--- src/rtl/sta_pkg.sv ---
// Shared types and default constants for the signature-capture compactors.
package sta_pkg;

    typedef enum logic [1:0] {
        IDLE = 2'd0,
        RUN  = 2'd1,
        DONE = 2'd2
    } sc_state_t;

    // One clock's worth of circuit response, MSB-first as it lands in the MISR.
    typedef struct packed {
        logic in3;
        logic in2;
        logic in1;
    } sc_resp_t;

    localparam int unsigned SC_RESP_W = 3;
    localparam int unsigned SC_WIDTH  = 16;
    localparam logic [15:0] SC_POLY   = 16'h1021;
    localparam logic [15:0] SC_SEED   = 16'h0000;
    localparam int unsigned SC_CYCLES = 256;
    localparam int unsigned SC_CNT_W  = 16;

endpackage

--- src/rtl/misr_step.sv ---
// Combinational next-state function of a multiple-input signature register.
module misr_step
    import sta_pkg::*;
#(
    parameter int unsigned       WIDTH = SC_WIDTH,
    parameter logic [WIDTH-1:0]  POLY  = WIDTH'(SC_POLY)
) (
    input  logic [WIDTH-1:0]     sig,
    input  logic [SC_RESP_W-1:0] din,
    output logic [WIDTH-1:0]     sig_next_c
);

    logic [WIDTH-1:0] shifted_c;
    logic [WIDTH-1:0] fb_c;

    // Shift left, fold the ejected MSB back through the polynomial, then inject responses.
    always_comb begin
        shifted_c  = {sig[WIDTH-2:0], 1'b0};
        fb_c       = sig[WIDTH-1] ? POLY : '0;
        sig_next_c = shifted_c ^ fb_c ^ WIDTH'(din);
    end

endmodule

--- src/rtl/sig_compactor.sv ---
// Windowed MISR capture of out1/out2/out3 with start/busy/done handshake.
// Optional signature comparator (exp_sig/pass) enabled by defining SIG_CMP_EN.
module sig_compactor
    import sta_pkg::*;
#(
    parameter int unsigned      WIDTH  = SC_WIDTH,
    parameter logic [WIDTH-1:0] POLY   = WIDTH'(SC_POLY),
    parameter logic [WIDTH-1:0] SEED   = WIDTH'(SC_SEED),
    parameter int unsigned      CYCLES = SC_CYCLES,
    parameter int unsigned      CNT_W  = SC_CNT_W
) (
    input  logic             clk,
    input  logic             rst_n,
    input  logic             start,
    input  logic             in1,
    input  logic             in2,
    input  logic             in3,
    output logic             busy,
    output logic             done,
    output logic [WIDTH-1:0] sig
`ifdef SIG_CMP_EN
    ,
    input  logic [WIDTH-1:0] exp_sig,
    output logic             pass
`endif
);

    localparam logic [CNT_W-1:0] LAST_CNT = CNT_W'(CYCLES - 1);

    sc_state_t        state;
    sc_state_t        state_next;
    sc_resp_t         resp_c;
    logic [WIDTH-1:0] sig_step_c;
    logic [WIDTH-1:0] sig_d;
    logic [CNT_W-1:0] cnt;
    logic [CNT_W-1:0] cnt_d;
    logic             busy_d;
    logic             done_d;
`ifdef SIG_CMP_EN
    logic             pass_d;
`endif

    assign resp_c = '{in3: in3, in2: in2, in1: in1};

    misr_step #(
        .WIDTH (WIDTH),
        .POLY  (POLY)
    ) u_misr_step (
        .sig        (sig),
        .din        (resp_c),
        .sig_next_c (sig_step_c)
    );

    // State, signature, counter and all outputs share one register stage.
    always_ff @(posedge clk or negedge rst_n) begin
        if (!rst_n) begin
            state <= IDLE;
            sig   <= '0;
            cnt   <= '0;
            busy  <= 1'b0;
            done  <= 1'b0;
`ifdef SIG_CMP_EN
            pass  <= 1'b0;
`endif
        end else begin
            state <= state_next;
            sig   <= sig_d;
            cnt   <= cnt_d;
            busy  <= busy_d;
            done  <= done_d;
`ifdef SIG_CMP_EN
            pass  <= pass_d;
`endif
        end
    end

    // Next-state and next-output logic; everything holds unless a branch says otherwise.
    always_comb begin
        state_next = state;
        sig_d      = sig;
        cnt_d      = cnt;
        busy_d     = busy;
        done_d     = done;
`ifdef SIG_CMP_EN
        pass_d     = pass;
`endif
        case (state)
            IDLE, DONE: begin
                if (start) begin
                    state_next = RUN;
                    sig_d      = SEED;
                    cnt_d      = '0;
                    busy_d     = 1'b1;
                    done_d     = 1'b0;
`ifdef SIG_CMP_EN
                    pass_d     = 1'b0;
`endif
                end
            end
            RUN: begin
                sig_d = sig_step_c;
                cnt_d = cnt + CNT_W'(1);
                // start is deliberately not looked at here, even on the final edge.
                if (cnt == LAST_CNT) begin
                    state_next = DONE;
                    busy_d     = 1'b0;
                    done_d     = 1'b1;
`ifdef SIG_CMP_EN
                    pass_d     = (sig_step_c == exp_sig);
`endif
                end
            end
            default: begin
                state_next = IDLE;
                busy_d     = 1'b0;
                done_d     = 1'b0;
            end
        endcase
    end

endmodule

--- config.mk ---
export PLATFORM = sky130hd
export DESIGN_NAME = sig_compactor
export DESIGN_NICKNAME = d
export VERILOG_FILES = /design/src/rtl/sta_pkg.sv /design/src/rtl/misr_step.sv /design/src/rtl/sig_compactor.sv
export SDC_FILE = /design/constraint.sdc
export NUM_CORES = 1
export LEC_CHECK = 0
export CAP_MARGIN = 10
export CORE_AREA = 5 5 68 70
export CTS_CLUSTER_SIZE = 8
export DETAILED_ROUTE_END_ITERATION = 12
export DIE_AREA = 0 0 73 75
export PLACE_DENSITY_LB_ADDON = 0.08
export SETUP_SLACK_MARGIN = 0.4
export SYNTH_ARGS = -nofsm -noshare
export SYNTH_HDL_FRONTEND = slang
export SYNTH_SLANG_ARGS = --single-unit
--- constraint.sdc ---
create_clock -name clk -period 3.1 [get_ports clk]
set_input_delay 0.465 -clock clk [delete_from_list [all_inputs] [get_ports clk]]
set_output_delay 0.465 -clock clk [all_outputs]
set_load 0.01 [all_outputs]
### Yosys cells after proc, flatten, opt, wreduce, memory -nomap -nowiden

Index checks and enable logic that the tools add are counted.

| storage, ports and cells | value |
|---|---|
| register bits after elaboration | 36 |
| input bits | 6 |
| output and inout port bits | 18 |
| logic and storage cells | 31 |

| cells by class | value |
|---|---|
| add/sub/neg operators | 1 |
| equal/unequal tests | 5 |
| multiplexer cells | 13 |
| bitwise logic cells | 2 |
| reductions and logical operators | 5 |

Operators by type and width:

| operator | number |
|---|---|
| 16-bit case mux with 2 select lines | 2 |
| 16-bit by 1-bit adder with 16-bit output (second input constant) | 1 |
| 16-bit by 8-bit equality test with 1-bit output (second input constant) | 1 |
| 16-bit 2-to-1 mux | 1 |
| 16-bit XOR | 1 |
| 16-bit by 3-bit XOR with 16-bit output | 1 |
| 13-bit 2-to-1 mux | 1 |
| 1-bit 2-to-1 mux | 4 |
| 2-bit 2-to-1 mux | 2 |
| 2-bit inequality test (second input constant) | 2 |
| 1-bit case mux with 2 select lines | 2 |
| 2-bit case mux with 2 select lines | 1 |
| 2-bit AND reduction | 2 |
| 2-bit by 1-bit equality test with 1-bit output (second input constant) | 1 |
| 2-bit equality test (second input constant) | 1 |
| 2-bit zero test | 1 |
| 2-bit nonzero test | 1 |
| 2-bit OR reduction | 1 |

### Logic depth before layout (Yosys ltp)

Gate-level depths: netlist of run 1.

| depth | value |
|---|---|
| word-level depth | 4 |
| gate-level depth with buffers | 6 |
| depth with buffers taken out | 5 |

### By module

Synthesis of run 1 repeated with hierarchy kept, for this count alone.

| second synthesis, totals | value |
|---|---|
| cells, all modules | 149 |
| area, all modules | 1659.1 µm² |

Modules (own cells, without submodules):

| module | instances | cells each | area an instance (µm²) | seq. area each (µm²) |
|---|---|---|---|---|
| sig_compactor | 1 | 133 | 1532.7 | 875.8 |
| misr_step | 1 | 16 | 126.4 | 0.0 |

### Least setup slack after synthesis of run 1

Ideal clock, no wire load.

| timing path | value |
|---|---|
| path type | register to register |
| from | reg cnt[0] |
| to | reg cnt[12] |
| setup time | 136 ps |
| data arrival time | 1526 ps |
| required time | 2964 ps |
| slack | 1439 ps |
| cell stages (with the launch flop) | 7 |
| path buffers | 1 |
| period minus slack after synthesis | 1661 ps |
| cell sequence | dfrtp_1 ha_1 nand3_1 or3_1 clkbuf_2 o311ai_1 o41ai_1 |

| on the way | value |
|---|---|
| word-level cells in the longest chain between the ends | 2 |

RTL lines:

| what | line | source |
|---|---|---|
| start, declared | sig_compactor.sv:35 | `logic [CNT_W-1:0] cnt;` |
| start signal, assigned | sig_compactor.sv:68 | `cnt <= cnt_d;` |
| 16-bit by 1-bit adder with 16-bit output | sig_compactor.sv:102 | `cnt_d = cnt + CNT_W'(1);` |
| 16-bit case mux with 2 select lines | sig_compactor.sv:87 | `case (state)` |

Every way passes these cells.
A chain may end at the register's enable or synchronous reset.

### Worst setup path after layout of run 1

| timing path | value |
|---|---|
| from | in start |
| to | reg cnt[4] |

| on the way | value |
|---|---|
| word-level cells in the longest chain between the ends | 2 |

RTL lines:

| what | line | source |
|---|---|---|
| start, declared | sig_compactor.sv:14 | `input logic start,` |
| 2-bit inequality test (no source line) | n/a |  |
| 2-bit AND reduction (no source line) | n/a |  |

Every way passes these cells.

==> results of run 1 <==
==> layer usage <==
| metal | vias to the layer above | wire length, µm | part of all wire [%] |
|---|---|---|---|
| met5 | - | 0 | 0 |
| met4 | 0 | 42 | 1.3 |
| met3 | 4 | 158 | 5.0 |
| met2 | 22 | 1440 | 46 |
| met1 | 553 | 1500 | 48 |
| li1 | 561 | - | - |
==> worst reg2reg max path: stages (launching register included) <==
cell,delay (ns)
dfrtp_1,0.44
nand2b_1,0.43
and2_1,0.70
o21ai_0,0.19
o31ai_1,0.10
==> cell usage in the layout, fill, tap and decap left out <==
cell             instances
o21ai_0                 11
o311ai_1                 1
mux2i_1                  7
clkdlybuf4s50_1         23
and3_1                   2
nand2b_1                 1
o21bai_1                 1
o31ai_1                  5
dfrtp_1                 35
buf_4                    2
or3_1                    1
o211ai_1                 3
nor2b_1                  1
a21o_1                   1
nor4_1                   3
nand4_1                  5
o41ai_1                  1
xnor2_1                  5
nand2_1                 19
nand2b_4                 1
clkbuf_8                 5
inv_1                    1
nor3b_1                  1
and2_1                   1
a22o_1                  12
clkbuf_1                 1
nor3_1                   3
nand3_1                  6
ha_1                     1
nor2_1                   4
a21oi_1                  1
==> final cells by class <==
type / instances / area (µm²) / share of cell area, %
well taps: 50 / 62.6 / 3.32
repair buffers: 25 / 245 / 13.0
inverters: 1 / 3.75 / 0.199
flip-flops and latches: 35 / 876 / 46.5
clock buffers: 6 / 72.6 / 3.85
multi-input cells: 97 / 624 / 33.1
==> sequential cells by signal, summed over array words and instances (netlist names) <==
signal and cells:
done 1, cnt 16, busy 1, state 1, sig 16
==> logic make-up after synthesis <==
logic type | after synthesis | synth area share [%]
mux | 7 | 4.58
compound gates | 36 | 16.9
xor+xnor | 5 | 2.86
flops | 35 | 57.3
simple gates | 48 | 15.7
fa+ha+maj | 1 | 0.818
buf+inv | 7 | 1.88
==> worst max path at each step <==
| stage | cells past startpoint | to | startpoint | slack, ns |
|---|---|---|---|---|
| 2_1_floorplan | 6 | cnt[12] | cnt[0] | 1.44 |
| 3_3_place_gp | 5 | cnt[4] | start | 0.79 |
| 3_5_place_dp | 5 | cnt[4] | start | 0.68 |
| 4_1_cts | 5 | cnt[4] | start | 0.99 |
| 5_1_grt | 5 | cnt[4] | start | 0.87 |
| 6_report | 5 | cnt[4] | start | 1.02 |
==> power breakdown <==
part / internal (W) / total [W] / leakage, nW / switching [W]
Combinational: 0.000275 / 0.000420 / 0.324 / 0.000145
Clock: 0.000149 / 0.000291 / 0.0371 / 0.000142
Sequential: 0.000566 / 0.000670 / 0.390 / 0.000104
Total: 0.000990 / 0.00138 / 0.751 / 0.000391
==> Yosys cell counts <==
cell type | number | share of area (%)
nand2b_1 | 1 | 0.41
and2_1 | 1 | 0.41
o21bai_1 | 1 | 0.49
and3_1 | 2 | 0.82
o311ai_1 | 1 | 0.57
a22o_1 | 12 | 6.9
o211ai_1 | 3 | 1.5
dfrtp_1 | 35 | 57
xnor2_1 | 5 | 2.9
a21o_1 | 1 | 0.49
o31ai_1 | 5 | 2.5
mux2i_1 | 7 | 4.6
ha_1 | 1 | 0.82
nand3_1 | 6 | 2.0
clkbuf_1 | 4 | 0.98
nor2b_1 | 1 | 0.41
nand4_1 | 5 | 2.0
a21oi_1 | 1 | 0.33
nor4_1 | 3 | 1.2
clkbuf_2 | 1 | 0.33
nor3b_1 | 1 | 0.49
o21ai_0 | 11 | 3.6
nand2_1 | 19 | 4.7
nand2b_4 | 1 | 0.90
or3_1 | 1 | 0.41
nor3_1 | 3 | 0.98
buf_2 | 1 | 0.33
nor2_1 | 4 | 0.98
inv_1 | 1 | 0.25
o41ai_1 | 1 | 0.57
==> stage by stage <==
stage               utilization (%)  area, µm²  instances
floorplan                         -       1530        139
global placement               46.3       1810        208
detailed placement             46.3       1810        208
CTS                            48.1       1880        214
global route                   48.1       1880        214
finish                         48.1       1880        214
==> key figures, run 1 <==
Run status
  • Outcome: completed

Die
  • Die width: 73 µm
  • Die Footprint: 5480 µm²
  • Starting Density: 39.1%
  • Die Y-Extent: 75 µm
  • Core area: 3910 µm²
  • Row cnt: 23
  • Ports: 24

Setup path
  • Max stage delay cell, worst path: and2_1
  • Max stage delay on crit path: 0.70 ns
  • Critical Path Source Type: primary input
  • Crit Reg-Reg Endpoint: cnt[4]
  • Worst Path Required: 3.29 ns
  • Top cell family by delay on the critical path: simple AND/OR/NAND/NOR gates
  • FF-to-FF Start: state[0]
  • WS Path Type: primary input to register
  • Critical path, cell by cell: clkdlybuf4s50_1, nand2b_1, and2_1, o21ai_0, o31ai_1
  • Critical path fanouts, max: 21
  • CP Data Arrival Time: 2.27 ns
  • WP buf/inv: 1
  • R2R setup slack: 1.15 ns
  • Setup crit end kind: register
  • FF-to-FF path depth: 4

Clock tree
  • Reg clk slew, reported paths: 0.06 ns
  • H-tree depth: 2
  • Post-CTS Resized: 0
  • CTS buffer count: 5
  • Worst skew pair latency: 0.28 ns
  • Setup Fix Bufs, Post-CTS: 0
  • CTS max path bufs: 2
  • Root Driver: clkbuf_8
  • Clock sinks: 35
  • CTS tree: built
  • Post-CTS Hold Fix Bufs: 0

Final layout
  • Inserted Diodes: 0
  • Layout cells sized above 1: 4.88%
  • Nets: 172
  • Area delta synth->final: 23.2%
  • Fill count: 392

Job
  • Max-cap violations: 0

Hold path
  • WHS Endpoint: cnt[15]
  • Hold crit path type: register to register
  • Hold depth: 1
  • Hold_sp: cnt[15]

STA
  • Smallest hold slack: 0.480 ns
  • Period minus WS final: 2.08 ns
  • Slew Limit Fails: 0
  • Final Setup Violations: 0
  • Crit share post-route: 67.1%
  • Setup ws final: 1.02 ns
  • Final clock skew: 0.00378 ns
  • Final hold viol count: 0
  • Slew @ Worst Pin: 0.757 ns
  • Max frequency: 481 MHz
  • Unrepaired setup endpoints after global routing: no
  • Relative slew margins: 49.5%
  • TNS Setup: 0 ns

GRT
  • GRT Residual Overflow: 0
  • Vias in the first global route: 1066
  • GRT met2 Usage: 18.7%
  • Initial antenna violation count: 0
  • Met3 Track Usage GR: 3.74%
  • GR Layer Usage met1: 16.8%
  • Largest net degree at the start of global routing: 36
  • GRT Util Overall: 12.6%
  • GRT busiest layer: met2
  • First-pass GRT wire length: 5180 µm

Logic synthesis
  • Post-synth cell types: 30
  • Mapped Nets: 146
  • Synthesized area: 1530 µm²
  • Register area share after synthesis: 57.3%
  • Mapped Cells: 139
  • Syn Area/Cell: 11.0 µm²
  • Yosys warns: 0
  • Synthesized flop and latch total: 35

Pwr
  • Pwr Total: 0.00138 W
  • Pwr dens: 733 nW/µm²
  • Lkg Pwr: 0.751 nW
  • Peak supply drop: 0.406 mV

Placed design
  • Place WS: 0.681 ns
  • RePlAce Congestion: 0.784
  • Port bufs: 23
  • Final HPWL DP: 2170 µm

Drt
  • Post-route DRC: 0
  • Pre-Repair DR Iteration Count: 4
  • Drt first-iter violations: 54
  • Avg WL per Cell: 14.7 µm
  • Final WL: 3150 µm
  • Vias: 1140
  • Post-route ant nets: 0
  • Mean number of vias per cell: 5.33
(Power assumes the default switching activity.)
==> inputs of run 2 (changes only) <==
clock period = 1.75 ns   (was 3.1 ns; I/O delays follow)
==> run 2 against run 1 <==
  * Global-route usage is 2.7 points higher
  * Worst setup slack worse by 0.82 ns
  * Sequential power is 75% higher
  * Routed wire length is 25% higher
  * Clock power is 120% higher
  * Critical path depth stayed put
  * Total power is 79% higher
  * Utilization is 8.8 points higher
  * Critical endpoint is now cnt[12]
  * Largest cell class unchanged
==> key figures, run 2 (synthesized netlist as in run 1, its figures left out) <==
Final layout
  • Most common cell after layout, fill and taps aside: dfrtp_1
  • Nets: 193 (+12%)
  • Top Registers: cnt (16), sig (16)
  • Post-Layout Cell Count: 237 (+11%)
  • Inserted Diodes: 0 (unchanged)
  • Finished Core Util: 56.9% (+8.8 points)
  • Most frequent cells in the layout: 33 x dfrtp_1, 18 x nand2_1, 18 x dlygate4sd2_1, 18 x buf_4, 12 x a22o_1
  • Fin area: 2230 µm² (+18%)
  • Area delta synth->final: 45.7%
  • Layout cells sized above 1: 26.7% (+22 points)

STA
  • Unrepaired setup endpoints after global routing: yes
  • Final clock skew: 0.00514 ns (+0.00136 ns)
  • Period minus WS final: 1.55 ns
  • Smallest hold slack: 0.385 ns (-0.0954 ns)
  • Relative slew margins: 71.0% (+22 points)
  • Final hold viol count: 0 (unchanged)
  • Crit share post-route: 88.7%
  • TNS Setup: 0 ns (unchanged)
  • Slew @ Worst Pin: 0.435 ns (-0.323 ns)
  • Slew Limit Fails: 0 (unchanged)
  • Final Setup Violations: 0 (unchanged)
  • Max frequency: 644 MHz

Setup path
  • CP Data Arrival Time: 1.71 ns (-0.56 ns)
  • Worst Path Required: 1.91 ns (-1.38 ns)
  • R2R setup slack: 0.20 ns (-0.95 ns)
  • Setup crit end kind: register
  • Critical Path Source Type: register
  • WS Path Type: register to register
  • Critical path fanouts, max: 7 (-67%)

Die
  • Die Y-Extent: 75 µm (unchanged)
  • Row cnt: 23 (unchanged)
  • Die Footprint: 5480 µm² (unchanged)
  • Starting Density: 39.1% (unchanged)
  • Ports: 24 (unchanged)
  • Die width: 73 µm (unchanged)
  • Core area: 3910 µm² (unchanged)

Pwr
  • Internal power: 0.00175 W (+77%)
  • Peak supply drop: 0.753 mV (+86%)
  • Lkg Pwr: 0.981 nW (+31%)
  • Clock network power share: 25.7% (+4.6 points)
  • Pwr dens: 1110 nW/µm² (+52%)
  • Sequential share of power: 47.3% (-1.2 points)
  • Sw Ratio: 29.4% (+1.0 points)
  • Combinational share of power: 27.0% (-3.4 points)
  • P_sw: 0.000727 W (+86%)

Clock tree
  • Clock sinks: 35 (unchanged)
  • Root Driver: clkbuf_8
  • H-tree depth: 2 (unchanged)
  • CTS tree: built
  • Reg clk slew, reported paths: 0.07 ns (about the same)
  • CTS buffer count: 5 (unchanged)
  • CTS max path bufs: 2 (unchanged)
  • Worst skew pair latency: 0.28 ns (about the same)

Drt
  • Post-route ant nets: 0 (unchanged)
  • Mean number of vias per cell: 5.38 (+1.1%)
  • Vias: 1276 (+12%)
  • Avg WL per Cell: 16.5 µm (+12%)
  • Drt first-iter violations: 86 (+59%)
  • Post-route DRC: 0 (unchanged)
  • Final WL: 3920 µm (+25%)
  • Pre-Repair DR Iteration Count: 4 (unchanged)

GRT
  • First-pass GRT wire length: 6430 µm (+24%)
  • GRT Util Overall: 15.3% (+2.7 points)
  • Largest net degree at the start of global routing: 36 (unchanged)
  • Initial antenna violation count: 0 (unchanged)
  • GRT Residual Overflow: 0 (unchanged)
  • Vias in the first global route: 1341 (+26%)

Placed design
  • Port bufs: 23 (unchanged)
  • Area post-placement: 1850 µm² (+2.0%)
  • Final HPWL DP: 2450 µm (+13%)
  • RePlAce Congestion: 0.692 (-12%)
  • Inst Count DP: 211 (+1.4%)

Run status
  • Outcome: completed

Job
  • Max-cap violations: 0 (unchanged)

Hold path
  • Hold crit path type: primary input to asynchronous set/reset pin
[run 2: final cells by class]
cell class                 instances  area (µm²)
clock buffer                       8         100
fill                             360        1690
inverter                           1        3.75
multi-input combinational         97         753
sequential                        35         878
tap                               50        62.6
timing repair buffer              46         430
[run 2: power groups by stage]
stage               Clock, W  Combinational, W  Sequential (W)
detailed placement         0          0.000751         0.00120
floorplan                  0          0.000209         0.00126
global route        0.000687          0.000735         0.00120
CTS                 0.000655          0.000679         0.00117
finish              0.000636          0.000669         0.00117
global placement           0          0.000745         0.00120
[run 2: layer usage]
| metal | global-route usage [%] | share of wire, % | up-vias |
|---|---|---|---|
| li1 | - | - | 606 |
| met1 | 19.1 | 43 | 631 |
| met3 | 5.07 | 4.5 | 4 |
| met2 | 24.9 | 52 | 35 |
| met4 | 5.33 | 0.74 | 0 |
| met5 | 0 | 0 | - |
[run 2: worst max-delay path: stages, from the launching register on]
cell      delay [ns]
dfrtp_1         0.42
ha_4            0.18
nand3_4         0.07
or3_4           0.39
o311ai_4        0.25
o41ai_2         0.11
[run 2: per-stage QoR]
stage	total power [W]	worst slack, ns
4_1_cts	0.00250	0.256
5_1_grt	0.00263	0.162
3_3_place_gp	0.00194	0.118
2_1_floorplan	0.00147	0.174
6_report	0.00248	0.198
3_5_place_dp	0.00195	0.0800
[run 2: what timing repair did]
item                                    4_1_cts  5_1_grt
hold buffers                                  0        0
endpoints found under the hold margin         0        0
buffers inserted                             12        5
cloned                                        0        1
resized for setup                            36       14
endpoints found under the setup margin       48       32
pin swaps                                     7        9
[run 2: path summary, 6_finish.rpt]
| check | cells past startpoint | end | start |
|---|---|---|---|
| setup / recovery | 5 | cnt[12] | cnt[1] |
| hold reg to reg | 2 | sig[12] | sig[12] |
| hold / removal | 2 | busy | rst_n |
| setup reg to reg | 5 | cnt[12] | cnt[1] |
| min in group clk | 2 | sig[12] | sig[12] |
| max in group asynchronous | 2 | sig[15] | rst_n |
